==> config.mk <==
export PLATFORM = sky130hd
export DESIGN_NAME = adc_frame_master
export DESIGN_NICKNAME = d
export VERILOG_FILES = /design/src/rtl/adc_frame_pkg.sv /design/src/rtl/adc_frame_master.sv
export SDC_FILE = /design/constraint.sdc
export NUM_CORES = 1
export LEC_CHECK = 0
export CORE_MARGIN = 2
export CORE_UTILIZATION = 58
export DETAILED_ROUTE_END_ITERATION = 10
export GPL_TIMING_DRIVEN = 0
export PLACE_DENSITY_LB_ADDON = 0.05
export SYNTH_ARGS = -nofsm -noshare
export SYNTH_HDL_FRONTEND = slang
export SYNTH_SLANG_ARGS = --single-unit
==> constraint.sdc <==
create_clock -name clk -period 5.5 [get_ports clk]
set_clock_uncertainty 0.05 [all_clocks]
set_input_delay 0.55 -clock clk [delete_from_list [all_inputs] [get_ports clk]]
set_output_delay 0.55 -clock clk [all_outputs]
set_load 0.03 [all_outputs]
==> src/rtl/adc_frame_pkg.sv <==
// Shared definitions for the ADC frame master/slave pair: FSM states,
// nibble index constants and the field-to-nibble order.
package adc_frame_pkg;

    typedef enum logic [2:0] {
        ST_IDLE,
        ST_SYNC,
        ST_SETUP,
        ST_STROBE,
        ST_GAP,
        ST_DONE,
        ST_ABORT
    } state_t;

    localparam logic [2:0] NIB_DIGIT_LO = 3'd0;
    localparam logic [2:0] NIB_DIGIT_HI = 3'd1;
    localparam logic [2:0] NIB_CUR_LO   = 3'd2;
    localparam logic [2:0] NIB_CUR_HI   = 3'd3;
    localparam logic [2:0] NIB_SET_LO   = 3'd4;
    localparam logic [2:0] NIB_SET_HI   = 3'd5;
    localparam logic [2:0] NIB_TIME     = 3'd6;
    localparam logic [2:0] NIB_LAST     = NIB_TIME;

    typedef struct packed {
        logic [7:0] digit;
        logic [7:0] cur_temp;
        logic [7:0] set_temp;
        logic [3:0] set_time;
    } frame_t;

    function automatic logic [3:0] nibble_sel(input frame_t f,
                                              input logic [2:0] idx);
        logic [3:0] n;
        n = 4'h0;
        case (idx)
            NIB_DIGIT_LO: n = f.digit[3:0];
            NIB_DIGIT_HI: n = f.digit[7:4];
            NIB_CUR_LO:   n = f.cur_temp[3:0];
            NIB_CUR_HI:   n = f.cur_temp[7:4];
            NIB_SET_LO:   n = f.set_temp[3:0];
            NIB_SET_HI:   n = f.set_temp[7:4];
            NIB_TIME:     n = f.set_time;
            default:      n = 4'h0;
        endcase
        return n;
    endfunction

endpackage

==> src/rtl/adc_frame_master.sv <==
// Serialises a 7-nibble display/temperature frame to the ADC slave
// using a setup/strobe/gap handshake on adc_int.
module adc_frame_master
    import adc_frame_pkg::*;
#(
    parameter int unsigned T_SETUP = 1,
    parameter int unsigned T_HIGH  = 2,
    parameter int unsigned T_GAP   = 2,
    parameter bit          SYNC_EN = 1'b1
) (
    input  logic       clk,
    input  logic       rst_n,
    input  logic       start,
    input  logic       abort,
    input  logic [7:0] digit_in,
    input  logic [7:0] cur_temp_in,
    input  logic [7:0] set_temp_in,
    input  logic [3:0] set_time_in,
    output logic       adc_int,
    output logic [3:0] data,
    output logic       slave_rst,
    output logic       busy,
    output logic       done,
    output logic       aborted
);

    localparam logic [3:0] LD_SETUP = 4'(T_SETUP - 1);
    localparam logic [3:0] LD_HIGH  = 4'(T_HIGH - 1);
    localparam logic [3:0] LD_GAP   = 4'(T_GAP - 1);

    state_t     state;
    logic [2:0] index;
    logic [3:0] timer;
    frame_t     shadow;
    frame_t     fields;
    logic       in_frame;

    assign fields = '{digit:    digit_in,
                      cur_temp: cur_temp_in,
                      set_temp: set_temp_in,
                      set_time: set_time_in};

    assign in_frame = (state == ST_SYNC) || (state == ST_SETUP) ||
                      (state == ST_STROBE) || (state == ST_GAP);

    // Outputs are registered alongside the state, so each one already
    // holds the value of the state being entered.
    always_ff @(posedge clk or negedge rst_n) begin
        if (!rst_n) begin
            state     <= ST_IDLE;
            index     <= NIB_DIGIT_LO;
            timer     <= 4'd0;
            shadow    <= '0;
            adc_int   <= 1'b0;
            data      <= 4'h0;
            slave_rst <= 1'b1;
            busy      <= 1'b0;
            done      <= 1'b0;
            aborted   <= 1'b0;
        end else begin
            done    <= 1'b0;
            aborted <= 1'b0;
            if (abort && in_frame) begin
                state     <= ST_ABORT;
                adc_int   <= 1'b0;
                slave_rst <= 1'b1;
                timer     <= 4'd1;
            end else begin
                unique case (state)
                    ST_IDLE: begin
                        slave_rst <= 1'b0;
                        if (start) begin
                            shadow <= fields;
                            busy   <= 1'b1;
                            index  <= NIB_DIGIT_LO;
                            if (SYNC_EN) begin
                                state     <= ST_SYNC;
                                slave_rst <= 1'b1;
                                timer     <= 4'd1;
                            end else begin
                                state <= ST_SETUP;
                                data  <= nibble_sel(fields, NIB_DIGIT_LO);
                                timer <= LD_SETUP;
                            end
                        end
                    end
                    ST_SYNC: begin
                        if (timer != 4'd0) begin
                            timer     <= timer - 4'd1;
                            slave_rst <= 1'b0;
                        end else begin
                            state <= ST_SETUP;
                            data  <= nibble_sel(shadow, index);
                            timer <= LD_SETUP;
                        end
                    end
                    ST_SETUP: begin
                        if (timer != 4'd0) begin
                            timer <= timer - 4'd1;
                        end else begin
                            state   <= ST_STROBE;
                            adc_int <= 1'b1;
                            timer   <= LD_HIGH;
                        end
                    end
                    ST_STROBE: begin
                        if (timer != 4'd0) begin
                            timer <= timer - 4'd1;
                        end else begin
                            state   <= ST_GAP;
                            adc_int <= 1'b0;
                            timer   <= LD_GAP;
                        end
                    end
                    ST_GAP: begin
                        if (timer != 4'd0) begin
                            timer <= timer - 4'd1;
                        end else if (index == NIB_LAST) begin
                            state <= ST_DONE;
                            done  <= 1'b1;
                        end else begin
                            state <= ST_SETUP;
                            index <= index + 3'd1;
                            data  <= nibble_sel(shadow, index + 3'd1);
                            timer <= LD_SETUP;
                        end
                    end
                    ST_DONE: begin
                        state <= ST_IDLE;
                        busy  <= 1'b0;
                        index <= NIB_DIGIT_LO;
                    end
                    ST_ABORT: begin
                        if (timer != 4'd0) begin
                            timer   <= timer - 4'd1;
                            aborted <= 1'b1;
                        end else begin
                            state     <= ST_IDLE;
                            slave_rst <= 1'b0;
                            busy      <= 1'b0;
                            index     <= NIB_DIGIT_LO;
                        end
                    end
                    default: state <= ST_IDLE;
                endcase
            end
        end
    end

endmodule

==> qor.csv <==
metric;value;unit
outcome;complete, no violations;
multi_input_area;1430;um2
ys_ff_latch;47;
layout-drive-gt1-share;20.8;%
place_ws;2.88;ns
maxSlewHeadroom;60.7;%
routabilityCongestion;0.959;
synth_cell_types;53;
cap_violations;0;
nFillCells;367;
p_leak;1.39;nW
ys_top_cells_by_area;dfrtp_1 42%, mux2_2 13%, a222oi_1 4.4%;
die_w;73.0;um
clk_latency;0.31;ns
antenna_found_initial;0;
diodes;0;
syn2layout_area_growth;21.4;%
clk_pin_slew_worst_paths;0.09;ns
grt_max_degree;26;
finalHoldViolCount;0;
worstSetupStartpointType;flip-flop;
grt_pass1_vias;2175;
cp_num_cells;9;
ys.flop_type;dfrtp_1;
htree_levels;2;
vias;2271;
slew_viol_final;0;
hold_class;in -> async;
postCtsSetupBuffers;0;
postCtsHoldBufs;0;
final_common_cell;dfrtp_1;
cts_root_buffer;clkbuf_8;
synth_top_area_share;41.7;%
die_h;73.0;um
rsz0062_at_grt;no;
slowest_delay;0.42;ns
via_per_inst;6.20;
final-seq-area;1180;um2
clkSinkCount;47;
dr.pass1.iters;5;
synth_nets;304;
post_drt_wl_per_cell;16.5;um
cts_tree;done;
final_area;3350;um2
cts_resized;0;
layout_common_cells;46 x dfrtp_1, 39 x clkdlybuf4s50_1, 32 x mux2_2, 26 x nand2_1, 15 x a21oi_1;
ios;41;
cp_top_family;compound AO/OA/AOI/OAI gates;
track_usage;24.5;%
period_share;43.0;%
design.final.nets;352;
drtAntennaViolNets;0;
drcViolationCount;0;
grt_pass1_wl;10.1;mm
critPathRequiredTime;5.64;ns
synth_seq_area_share;42.7;%
path_class;reg -> reg;
dp.final_hpwl;4.51;mm
crit_arrival;2.50;ns
syn_avg_cell_area;10.5;um2
clockBufferDepth;2;
powerDensity;575;nW/um2
reg2regPathDepth;9;
setup_viol;0;
final_util;71.8;%
final.setup.tns;0;ns
grt-ovfl-total;0;
port_buffers;40;
drt_iter0_markers;283;
die_area;5320;um2
endpoint_kind;flip-flop;
synth_warnings;0;
syn_inst;263;
num_rows;25;
path_buf_inv;3;
synth_area_leader_cell;dfrtp_1;
cp_max_fo;10;
crit_slowest_cell;dfrtp_1;
numCtsBuffers;5;
async_flop_share;100;%
crit_chain;inv_1, ha_1, clkbuf_1, clkbuf_1, a222oi_1, nand2_1, a22o_1, a32oi_1, a21oi_2;
cpMostUsedCell;clkbuf_1;
synth_area;2760;um2
postPlaceCellArea;3250;um2
initial_core_util;59.2;%
fin_ws;3.14;ns
synth-edff-count;0;
fmax;0.423;GHz
core;4660;um2
min_period;2.36;ns
tightestPinTransition;0.590;ns
power;1.92;mW
drt_wl_total;6.04;mm
ir_drop;301;uV
[report_power, final]
part	leakage (nW)	internal, mW	switching [mW]	total (mW)
clock network	0.0515	0.115	0.114	0.229
registers	0.568	0.512	0.140	0.652
logic	0.768	0.506	0.538	1.04
[per-layer routing]
layer | up-vias | global-route usage, % | wire length (um) | part of all wire [%]
met5 | - | 0 | 0 | 0
met4 | 0 | 8.85 | 116 | 1.9
met3 | 13 | 4.01 | 237 | 3.9
met2 | 80 | 43.6 | 3120 | 52
met1 | 1103 | 29.6 | 2570 | 42
li1 | 1075 | - | - | -
[cells in the mapped netlist, drive strengths merged, types with 7 or more instances]
library cell   n
o21ai         11
mux2          32
clkbuf        10
nand2         26
ha             9
nand3          7
dfrtp         46
nor2          14
inv           12
buf           11
a21oi         19
a222oi        12
[final timing paths]
kind	startpoint	slack, ns	endpoint
max in group asynchronous	rst_n	4.62	slave_rst$_DFFE_PN1P_
worst min-delay path	rst_n	0.19	shadow[17]$_DFFE_PN0P_
worst min register to register	data[1]$_DFFE_PN0P_	0.48	data[1]$_DFFE_PN0P_
worst max register to register	index[1]$_DFFE_PN0P_	3.14	data[3]$_DFFE_PN0P_
worst max-delay path	index[1]$_DFFE_PN0P_	3.14	data[3]$_DFFE_PN0P_
min in group clk	data[1]$_DFFE_PN0P_	0.48	data[1]$_DFFE_PN0P_
[registers in the layout, indices dropped and copies added (netlist names)]
register / count
shadow: 28
data: 4
timer: 4
index: 3
state: 3
aborted: 1
adc_int: 1
busy: 1
done: 1
slave_rst: 1
[through the flow]
| stage | instances | hold WS [ns] |
|---|---|---|
| 2_1_floorplan | 263 | 0.204 |
| 3_3_place_gp | 357 | 0.455 |
| 3_5_place_dp | 358 | 0.462 |
| 4_1_cts | 366 | 0.195 |
| 5_1_grt | 366 | 0.237 |
| 6_report | 366 | 0.189 |
[cell families (layout without fill, tap and decap cells)]
kind of cell    Yosys count  after routing  synth area share [%]
compound gates           71             71                  20.0
flops                    47             47                  42.7
xor+xnor                  1              1                 0.318
fa+ha+maj                10             10                  4.45
simple gates             66             66                  12.8
mux                      35             35                  14.2
buf+inv                  33             82                  5.54
[layout make-up]
cell class	count	area share (%)
buffer	21	3.21
clock buffer	8	2.99
inverter	12	1.35
multi-input combinational	183	42.6
sequential	47	35.2
tap	54	2.02
timing repair buffer	41	12.6
(Power assumes the default switching activity.)
